**config.mk**
```make
export PLATFORM = sky130hd
export DESIGN_NAME = game_ctrl
export DESIGN_NICKNAME = d
export VERILOG_FILES = /design/src/rtl/crossy_pkg.sv /design/src/rtl/btn_debounce.sv /design/src/rtl/game_ctrl.sv
export SDC_FILE = /design/constraint.sdc
export NUM_CORES = 1
export LEC_CHECK = 0
export CORE_MARGIN = 5
export CORE_UTILIZATION = 30
export DETAILED_ROUTE_END_ITERATION = 10
export SYNTH_ARGS = -nofsm -noshare
export SYNTH_HDL_FRONTEND = slang
export SYNTH_HIERARCHICAL = 1
export SYNTH_SLANG_ARGS = --single-unit
export TNS_END_PERCENT = 50
```
**constraint.sdc**
```tcl
create_clock -name clk -period 1.8 [get_ports clk]
set_clock_uncertainty 0.1 [all_clocks]
set_input_delay 0.36 -clock clk [delete_from_list [all_inputs] [get_ports clk]]
set_output_delay 0.36 -clock clk [all_outputs]
set_load 0.01 [all_outputs]
```
**src/rtl/crossy_pkg.sv**
```systemverilog
// Shared definitions for the crossy-road pipeline: game state encoding,
// screen geometry and small helpers used by the control and video stages.
package crossy_pkg;

    typedef enum logic [1:0] {
        ST_IDLE  = 2'd0,
        ST_PLAY  = 2'd1,
        ST_DYING = 2'd2,
        ST_OVER  = 2'd3
    } game_state_t;

    localparam int SCREEN_W         = 640;
    localparam int SCREEN_H         = 480;
    localparam int FRAME_START_LINE = 480;

    // Frames after entering OVER during which a press cannot restart the game.
    localparam int OVER_GUARD_FRAMES = 16;

    function automatic logic is_dead_state(input game_state_t s);
        return (s == ST_DYING) || (s == ST_OVER);
    endfunction

endpackage

```
**src/rtl/btn_debounce.sv**
```systemverilog
// Button conditioner: two-flop synchroniser, stability counter and a
// one-cycle pulse on each accepted rising edge of the filtered level.
module btn_debounce #(
    parameter int DEBOUNCE_CYCLES = 250000
) (
    input  logic clk_i,
    input  logic rst_i,
    input  logic btn_i,
    output logic press_o
);

    localparam int CW = (DEBOUNCE_CYCLES > 1) ? $clog2(DEBOUNCE_CYCLES) : 1;

    logic          sync1_q, sync2_q;
    logic          level_q, level_d;
    logic          level_dly_q;
    logic [CW-1:0] cnt_q, cnt_d;

    // Counter only runs while the synchronised input disagrees with the
    // accepted level; any bounce back to the old level reloads it.
    always_comb begin
        cnt_d   = '0;
        level_d = level_q;
        if (sync2_q != level_q) begin
            if (cnt_q == CW'(DEBOUNCE_CYCLES - 1)) begin
                level_d = sync2_q;
            end else begin
                cnt_d = cnt_q + 1'b1;
            end
        end
    end

    always_ff @(posedge clk_i) begin
        if (rst_i) begin
            sync1_q     <= 1'b0;
            sync2_q     <= 1'b0;
            level_q     <= 1'b0;
            level_dly_q <= 1'b0;
            cnt_q       <= '0;
        end else begin
            sync1_q     <= btn_i;
            sync2_q     <= sync1_q;
            level_q     <= level_d;
            level_dly_q <= level_q;
            cnt_q       <= cnt_d;
        end
    end

    assign press_o = level_q & ~level_dly_q;

endmodule

```
**src/rtl/game_ctrl.sv**
```systemverilog
// Game-state controller: IDLE/PLAY/DYING/OVER sequencing, per-frame hit
// latching, lives and best-score tracking, and the renderer flash flag.
module game_ctrl
    import crossy_pkg::*;
#(
    parameter int LIVES           = 3,
    parameter int DEBOUNCE_CYCLES = 250000,
    parameter int DEATH_FRAMES    = 60,
    parameter int FLASH_SHIFT     = 3
) (
    input  logic       clk,
    input  logic       reset,
    input  logic       move_btn,
    input  logic       frame_start,
    input  logic       collision,
    input  logic [7:0] score,
    output logic       move_pulse,
    output logic       game_rst,
    output logic [1:0] state,
    output logic [1:0] lives,
    output logic [7:0] best_score,
    output logic       flash
);

    localparam logic [1:0] LIVES_INIT = 2'(LIVES);

    game_state_t state_q, state_d;
    logic        press;
    logic        death;
    logic        hit_q, hit_d;
    logic [5:0]  frame_cnt_q, frame_cnt_d;
    logic [1:0]  lives_q, lives_d;
    logic [7:0]  best_q, best_d;
    logic        move_pulse_q, move_pulse_d;
    logic        game_rst_q, game_rst_d;
    logic        flash_q, flash_d;

    btn_debounce #(
        .DEBOUNCE_CYCLES(DEBOUNCE_CYCLES)
    ) u_move_btn (
        .clk_i  (clk),
        .rst_i  (reset),
        .btn_i  (move_btn),
        .press_o(press)
    );

    // A hit is only acted on at the frame boundary, so mid-frame pixel
    // collisions collapse into one death per frame.
    assign death = (state_q == ST_PLAY) && frame_start && hit_q;

    always_ff @(posedge clk) begin
        if (reset) begin
            state_q <= ST_IDLE;
        end else begin
            state_q <= state_d;
        end
    end

    always_comb begin
        state_d = state_q;
        case (state_q)
            ST_IDLE: begin
                if (press) state_d = ST_PLAY;
            end
            ST_PLAY: begin
                if (death) state_d = (lives_q <= 2'd1) ? ST_OVER : ST_DYING;
            end
            ST_DYING: begin
                if (frame_start && (frame_cnt_q == 6'(DEATH_FRAMES - 1))) state_d = ST_PLAY;
            end
            ST_OVER: begin
                if (press && (frame_cnt_q >= 6'(OVER_GUARD_FRAMES))) state_d = ST_IDLE;
            end
            default: state_d = ST_IDLE;
        endcase
    end

    always_comb begin
        hit_d = 1'b0;
        if ((state_q == ST_PLAY) && (state_d == ST_PLAY)) begin
            // A collision coinciding with frame_start belongs to the next frame.
            hit_d = frame_start ? collision : (hit_q | collision);
        end

        frame_cnt_d = frame_cnt_q;
        if (state_d != state_q) begin
            frame_cnt_d = '0;
        end else if (frame_start && (frame_cnt_q != 6'd63)) begin
            frame_cnt_d = frame_cnt_q + 6'd1;
        end

        lives_d = lives_q;
        if (state_d == ST_IDLE) begin
            lives_d = LIVES_INIT;
        end else if (death) begin
            lives_d = lives_q - 2'd1;
        end

        best_d = best_q;
        if (death && (score > best_q)) best_d = score;

        move_pulse_d = press && (state_q == ST_PLAY) && !death;
        game_rst_d   = (state_d != ST_PLAY);
        flash_d      = is_dead_state(state_d) && frame_cnt_d[FLASH_SHIFT];
    end

    always_ff @(posedge clk) begin
        if (reset) begin
            hit_q        <= 1'b0;
            frame_cnt_q  <= '0;
            lives_q      <= LIVES_INIT;
            best_q       <= '0;
            move_pulse_q <= 1'b0;
            game_rst_q   <= 1'b1;
            flash_q      <= 1'b0;
        end else begin
            hit_q        <= hit_d;
            frame_cnt_q  <= frame_cnt_d;
            lives_q      <= lives_d;
            best_q       <= best_d;
            move_pulse_q <= move_pulse_d;
            game_rst_q   <= game_rst_d;
            flash_q      <= flash_d;
        end
    end

    assign state      = state_q;
    assign lives      = lives_q;
    assign best_score = best_q;
    assign move_pulse = move_pulse_q;
    assign game_rst   = game_rst_q;
    assign flash      = flash_q;

endmodule
```
=== Yosys cells after proc, flatten, opt, wreduce, memory -nomap -nowiden ===
Cells that the tools add are included.

* Input port bits: 13
* Logic and storage cells: 65
* Bits in registers: 44

* Reduce and logical (&&, ||, !) cells: 19
* Bitwise gates (word level): 5
* Mux-type cells: 9
* $add $sub $neg: 3
* Magnitude comparators: 3
* Eq/ne operators: 12

{| class="wikitable"
|+ Operator list
! kind !! count
|-
| adder 18 x 1 -> 18 bit, second input constant || 1
|-
| equality test 18 bit, second input constant || 1
|-
| logical AND 1 bit || 10
|-
| equality test 2 bit, second input constant || 4
|-
| greater-than comparator 8 bit || 1
|-
| 2-to-1 mux 2 bit || 4
|-
| 2-to-1 mux 4 bit || 2
|-
| case mux 2 bit (4 select lines) || 1
|-
| adder 6 x 1 -> 6 bit, second input constant || 1
|-
| equality test 6 bit, second input constant || 1
|-
| >= comparator 6 x 5 -> 1 bit, second input constant || 1
|-
| inequality test 6 bit, second input constant || 1
|-
| OR reduction 2 bit || 3
|-
| equality test 2 x 1 -> 1 bit, second input constant || 2
|-
| logical NOT 2 bit || 2
|-
| inverter 1 bit || 3
|-
| OR reduction 3 bit || 1
|-
| less-or-equal comparator 2 x 1 -> 1 bit, second input constant || 1
|-
| 2-to-1 mux 1 bit || 2
|-
| inequality test 2 x 1 -> 1 bit, second input constant || 1
|-
| inequality test 2 bit || 1
|-
| AND reduction 2 bit || 1
|-
| subtractor 2 x 1 -> 2 bit, second input constant || 1
|-
| bitwise AND 1 bit || 1
|-
| 4 further kinds || 4
|}

=== Logic depth before layout (Yosys ltp) ===
Gate-level depths: netlist (run 1).

* Word-level depth: 9
* Depth in mapped cells: 6
* Depth with buffers taken out: 6

=== Modules after synthesis ===
The synthesis (run 1) kept the hierarchy.

{| class="wikitable"
|+ By module, submodules not included
! module !! sequential area each (um^2) !! times used !! cells an instance !! area an instance (um^2)
|-
| game_ctrl || 440.4 || 1 || 134 || 1237.4
|-
| btn_debounce || 440.4 || 1 || 104 || 969.7
|}

=== Worst setup path before layout (run 1) ===
Ideal clock, no wire load.

* Path type: register -> register
* Start: register best_q[5], in the netlist best_score[5]
* End: register best_q[0], in the netlist best_score[0]
* Data arrival time: 1.750 ns
* Path slack: -0.122 ns
* Stages on the path, launching flop included: 7
* Clock period less this slack: 1.922 ns
* Path buffers: 0
* Data required time: 1.628 ns
* Setup time: 0.072 ns
* Cells stage by stage: dfxtp_1 inv_1 ha_1 and4_1 a31o_1 a211oi_4 mux2i_1

* Longest elaborated chain between the ends: 2

{| class="wikitable"
|+ Ends and longest elaborated chain
! element !! line !! source
|-
| from (decl) || game_ctrl.sv:33 || <nowiki>logic [7:0] best_q, best_d;</nowiki>
|-
| from (signal assigned) || game_ctrl.sv:120 || <nowiki>best_q <= best_d;</nowiki>
|-
| greater-than comparator 8 bit || game_ctrl.sv:100 || <nowiki>if (death && (score > best_q)) best_d = score;</nowiki>
|-
| logical AND 1 bit || game_ctrl.sv:100 ||
|}

Every way passes these cells.
A chain may end at the register's enable or synchronous reset.

=== Worst setup path in the final report (run 1) ===
* Start: input port score[6]
* End: register best_q[0], in the netlist best_score[0]

* Longest elaborated chain between the ends: 2

{| class="wikitable"
|+ Ends and longest elaborated chain
! element !! line !! source
|-
| from (decl) || game_ctrl.sv:16 || <nowiki>input logic [7:0] score,</nowiki>
|-
| greater-than comparator 8 bit || game_ctrl.sv:100 ||
|-
| logical AND 1 bit || game_ctrl.sv:100 ||
|}

Every way passes these cells.

==> impl_metrics.tcl, run 1 <==
set metrics [dict create \
    synth_xor_area_share_pct 7.143 \
    cts_tree "done" \
    yosysMostFrequentCell "dfxtp_1" \
    gp_congestion 0.7655 \
    core_area_mm2 0.007214 \
    grt_pass1_wl_mm 7.969 \
    wl_per_cell_um 11.25 \
    synth-main-ff-cell "dfxtp_1" \
    worstPathRequired_ps 1930 \
    min_path_type "reg2reg" \
    async_reset_ff_share_pct 0 \
    slew_viol_final 0 \
    critPathBufInv 2 \
    ys_ff_latch 44 \
    wl_mm 4.577 \
    drc_errors 0 \
    ant_nets 0 \
    grt_usage_pct 10.98 \
    peakVddDrop_mv 0.2030 \
    syn-instance-count 238 \
    max_stage_delay_ps 280 \
    yosys.area_share.adder_pct 6.236 \
    cts.sinks 44 \
    die_w_um 95.78 \
    n_antenna_cell 0 \
    synth-compound-area-share_pct 9.864 \
    drt-initial-drc-count 48 \
    synth_area_per_cell_um2 9.274 \
    slowest_stage "dlygate4sd2_1" \
    power_density_mw_per_mm2 545.6 \
    p_leak_nw 1.261 \
    worst_pin_slew_ps 370.3 \
    dp_hpwl_mm 3.239 \
    synth_top_family_by_area "simple AND/OR/NAND/NOR gates" \
    fin_crit_ps 1793 \
    setup_slack_ps 6.985 \
    synthSimpleGateAreaFrac_pct 26.93 \
    grt_setup_unrepaired "yes" \
    final_hold_viol_count 0 \
    numPlacedInstances 391 \
    critPathTopFamily "compound AO/OA/AOI/OAI gates" \
    clockBufferDepth 2 \
    cp_max_fo 3 \
    dieArea_mm2 0.009173 \
    clkLatencyLatePin_ps 300 \
    initial_core_util_pct 30.59 \
    final_cells 407 \
    cts_hold_buf 0 \
    synth-seq-area-share_pct 39.91 \
    p_total_mw 1.700 \
    netlist_area_mm2 0.002207 \
    start_kind "input pin" \
    io_pins 28 \
    critPathKind "in2reg" \
    synth_fp_nets 262 \
    cp.arrival_ps 1930 \
    ys_types 48 \
    yosys.area.top_type_share_pct 39.91 \
    path_cells "dlygate4sd2_1, ha_4, and4_4, a31o_1, a211oi_4, buf_4, mux2i_1" \
    fin_nets 332 \
    root_buffer "clkbuf_8" \
    first_global_vias 1816 \
    yosys_warnings 6 \
    syn2layout_area_growth_pct 41.16 \
    die_height_um 95.78 \
    ys_top_cells_by_count "44 x dfxtp_1, 27 x nor2_1, 18 x inv_1, 18 x nand2b_1, 15 x xnor2_1" \
    grt_overflow 0 \
    via_per_inst 4.560 \
    outcome "complete, no violations" \
    grt_max_degree 19 \
    yosys.area.top_type "dfxtp_1" \
    dpl_worst_slack_ps -716.8 \
    max_freq_mhz 557.7 \
    clk_pin_slew_worst_paths_ps 80 \
    io_buffers 27 \
    maxCapViolations 0 \
    synthMuxAreaShare_pct 5.045 \
    antenna_found_initial 0 \
    relSlewSlack_pct 74.97 \
    num_rows 31 \
    htreeDepth 2 \
    worstSetupEndpointType "register" \
    drtPass1Iterations 4 \
    setup_viol 0 \
    synthTopCellsByArea "dfxtp_1 40%, ha_1 6.2%, xnor2_1 6.0%" \
    cts_buffers 5 \
    vias 1856 \
    synth-edff-count 0 \
    drive_gt1_share_pct 27.60 \
    period_share_pct 99.61 \
]
[worst register-to-register path, delay by kind of cell (launching register included)]
kind / cells / cell delay [ps]
AOI/OAI and AO/OA: 2 / 510
DFF: 1 / 340
buffers and inverters: 2 / 220
adders and majority gates: 1 / 200
and+or+nand+nor: 1 / 190
muxes: 1 / 160
[routing by layer]
layer	part of all wire (%)	vias up	GRT usage (%)
met2	48	26	17.66
met3	4.5	7	3.127
met4	2.0	0	4.858
met1	46	855	13.63
li1	-	968	-
met5	0	-	0
[metrics by stage]
stage	setup TNS, ps	instance area [um2]	hold WS, ps	util (%)
after floorplan	-722.2	2216	313.8	-
after global placement	-9560	2838	335.2	39.33
after detailed placement	-9706	2838	334.1	39.33
after CTS	-5.135	2999	352.6	41.57
after global routing	-555.9	3115	362.6	43.18
final	0	3115	329.5	43.18
[registers in the layout, summed over array words and instances, names as in the netlist]
| signal | flops |
|---|---|
| u_move_btn/sync2_q | 1 |
| u_move_btn/level_dly_q | 1 |
| state | 2 |
| u_move_btn/level_q | 1 |
| lives | 2 |
| hit_q | 1 |
| game_rst | 1 |
| move_pulse | 1 |
| u_move_btn/cnt_q | 18 |
| best_score | 8 |
| flash | 1 |
| u_move_btn/sync1_q | 1 |
| frame_cnt_q | 6 |
[cells in the final DEF (no fill, tap or decap), types with 2 or more instances in the layout]
cell / n
buf_4: 40
dfxtp_1: 35
nor2_1: 27
nand2b_1: 18
xnor2_1: 15
inv_1: 11
clkdlybuf4s50_1: 11
mux2i_1: 10
dlygate4sd2_1: 10
nand3_1: 9
nor3_1: 9
dfxtp_2: 8
inv_2: 7
ha_4: 7
dlymetal6s2s_1: 6
nor4_1: 6
nand4_1: 5
o21ai_0: 5
nand2_1: 5
a21oi_1: 5
clkbuf_8: 5
nor2b_1: 5
ha_1: 4
a21o_1: 3
xor2_1: 3
o31ai_1: 2
a31oi_1: 2
buf_6: 2
nor4b_1: 2
[cells by family after synthesis]
| kind of cell | after synthesis |
|---|---|
| mux | 11 |
| fa+ha+maj | 11 |
| compound gates | 28 |
| buf+inv | 25 |
| xor+xnor | 18 |
| flops | 44 |
| simple gates | 101 |
[where the power goes]
group | switching [mW] | internal (mW) | leakage, nW
registers | 0.00506 | 0.979 | 0.360
clock network | 0.319 | 0.264 | 0.0410
logic | 0.0604 | 0.0727 | 0.860
[what timing repair did]
action                                  CTS  global route
gates resized for setup                  24            17
endpoints found under the setup margin   18            13
setup buffers                             3             6
pin swaps                                12            11
[layout make-up]
type | instances | area (um2)
Clock inverter | 1 | 5.005
Sequential cell | 44 | 894.6
Clock buffer | 6 | 72.57
Inverter | 18 | 67.56
Timing Repair Buffer | 70 | 615.6
Tap cell | 99 | 123.9
Fill cell | 733 | 4099
Multi-Input combinational cell | 169 | 1336
[final timing paths]
kind	endpoint	slack, ps	cells after the start	startpoint
max	best_score[0]	7	7	score[6]
min reg2reg	u_move_btn/cnt_q[0]	330	1	u_move_btn/cnt_q[0]
max reg2reg	best_score[0]	7	7	best_score[6]
min	u_move_btn/cnt_q[0]	330	1	u_move_btn/cnt_q[0]
Note: power is estimated with default switching activity, not from simulation.
==> inputs of run 2 (changes only) <==
--- a/config.mk
+++ b/config.mk
@@ -8,6 +8,7 @@
 export CORE_MARGIN = 5
 export CORE_UTILIZATION = 30
 export DETAILED_ROUTE_END_ITERATION = 10
+export RECOVER_POWER = 50
 export SYNTH_ARGS = -nofsm -noshare
 export SYNTH_HDL_FRONTEND = slang
 export SYNTH_HIERARCHICAL = 1
==> impl_metrics.tcl, run 2 (same netlist as run 1, synthesis figures left out) <==
set metrics [dict create \
    dp_hpwl_mm 3.239 \
    worst_pin_slew_ps 370.3 \
    cts_buffers 5 \
    max_freq_mhz 557.7 \
    final_hold_viol_count 0 \
    r2r-start "best_score[6]" \
    dieArea_mm2 0.009173 \
    setup_viol 0 \
    drc_errors 0 \
    largest-register "u_move_btn/cnt_q" \
    outcome "complete, no violations" \
    grt_pass1_wl_mm 7.969 \
    initial_core_util_pct 30.59 \
    grt_max_degree 19 \
    fin_util_pct 42.98 \
    wl_mm 4.566 \
    numPlacedInstances 391 \
    root_buffer "clkbuf_8" \
    grt_usage_pct 10.98 \
    seq_area_um2 890.9 \
    worstSetupEndpointType "register" \
    worstPathRequired_ps 1920 \
    cp.arrival_ps 1910 \
    largest_register_ffs 18 \
    min_delay_path_depth 1 \
    drt-initial-drc-count 48 \
    fillers 738 \
    cts_hold_buf 0 \
    reg2reg_depth 7 \
    final_common_cell "buf_4" \
    peakVddDrop_mv 0.2033 \
    holdWs_ps 329.5 \
    final_cell_mix "39 x buf_4, 36 x dfxtp_1, 27 x nor2_1" \
    drive_gt1_share_pct 26.95 \
    power_density_mw_per_mm2 548.3 \
    rr_endpoint "best_score[3]" \
    critPathKind "in2reg" \
    p_leak_nw 1.198 \
    final_cells 407 \
    grt_overflow 0 \
    first_global_vias 1816 \
    min_path_type "reg2reg" \
    slew_viol_final 0 \
    cts.sinks 44 \
    io_buffers 27 \
    clk_pin_slew_worst_paths_ps 70 \
    multiInputGateArea_mm2 0.001336 \
    die_w_um 95.78 \
    gp_congestion 0.7655 \
    cts_tree "done" \
    syn2layout_area_growth_pct 40.48 \
    core_area_mm2 0.007214 \
    cp_max_fo 3 \
    clockBufferDepth 2 \
    fin_crit_ps 1793 \
    hp-start "u_move_btn/cnt_q[0]" \
    vias 1856 \
    grt_setup_unrepaired "yes" \
    reg2reg_slack_ps 7 \
    fin_nets 332 \
    ant_nets 0 \
    via_per_inst 4.560 \
    n_antenna_cell 0 \
    drtPass1Iterations 4 \
    maxCapViolations 0 \
    num_rows 31 \
    wl_per_cell_um 11.22 \
    period_share_pct 99.62 \
    antenna_found_initial 0 \
    htreeDepth 2 \
    io_pins 28 \
    relSlewSlack_pct 74.97 \
    clkLatencyLatePin_ps 300 \
    hold_path_end "u_move_btn/cnt_q[0]" \
    start_kind "input pin" \
    die_height_um 95.78 \
]
-- run 2: worst max-delay path, stage by stage --
cell and delay (ps):
dlygate4sd2_1 280, ha_4 250, and4_4 190, a31o_1 230
a211oi_4 280, buf_6 160, mux2i_1 160
-- run 2: worst max-delay path by stage --
stage | from | end | slack (ps) | depth (start not counted)
final | score[6] | best_score[3] | 7 | 7
after CTS | state[0] | state[0] | -5 | 2
after detailed placement | score[3] | best_score[7] | -720 | 6
after global placement | score[3] | best_score[6] | -690 | 6
after floorplan | best_score[3] | best_score[1] | -90 | 6
after global routing | best_score[2] | best_score[6] | -90 | 8
-- run 2: power by group --
| group | internal, mW | total (mW) | switching (mW) |
|---|---|---|---|
| sequential | 0.980 | 0.985 | 0.00504 |
| combinational | 0.0714 | 0.132 | 0.0603 |
| clock | 0.264 | 0.583 | 0.319 |
| total | 1.32 | 1.70 | 0.384 |
-- run 2: final cells by class --
cell class | count | share of cell area (%)
sequential | 44 | 28.73
tap | 99 | 3.995
timing repair buffer | 70 | 19.49
multi-input combinational | 169 | 43.10
clock inverter | 1 | 0.1614
clock buffer | 6 | 2.341
inverter | 18 | 2.179
-- run 2: layer usage --
layer / track usage, % / wire (um)
met1: 13.63 / 2087
met2: 17.66 / 2186
met3: 3.127 / 202
met4: 4.858 / 90
met5: 0 / 0
-- run 2: repair_timing --
action,4_1_cts,5_1_grt
buffers inserted,3,6
gates cloned,0,0
hold endpoints to repair,0,0
setup endpoints to repair,18,13
resized for setup,24,17
pin swaps,12,11
-- run 2: through the flow --
stage / setup slack, ps / power (mW) / cell area [um2] / setup TNS [ps]
after detailed placement: -716.8 / 1.125 / 2838 / -9706
after floorplan: -90.94 / 1.068 / 2216 / -722.2
final: 6.930 / 1.700 / 3100 / 0
after CTS: -5.135 / 1.728 / 2999 / -5.135
after global placement: -693.7 / 1.124 / 2838 / -9560
after global routing: -90.39 / 1.802 / 3100 / -555.9
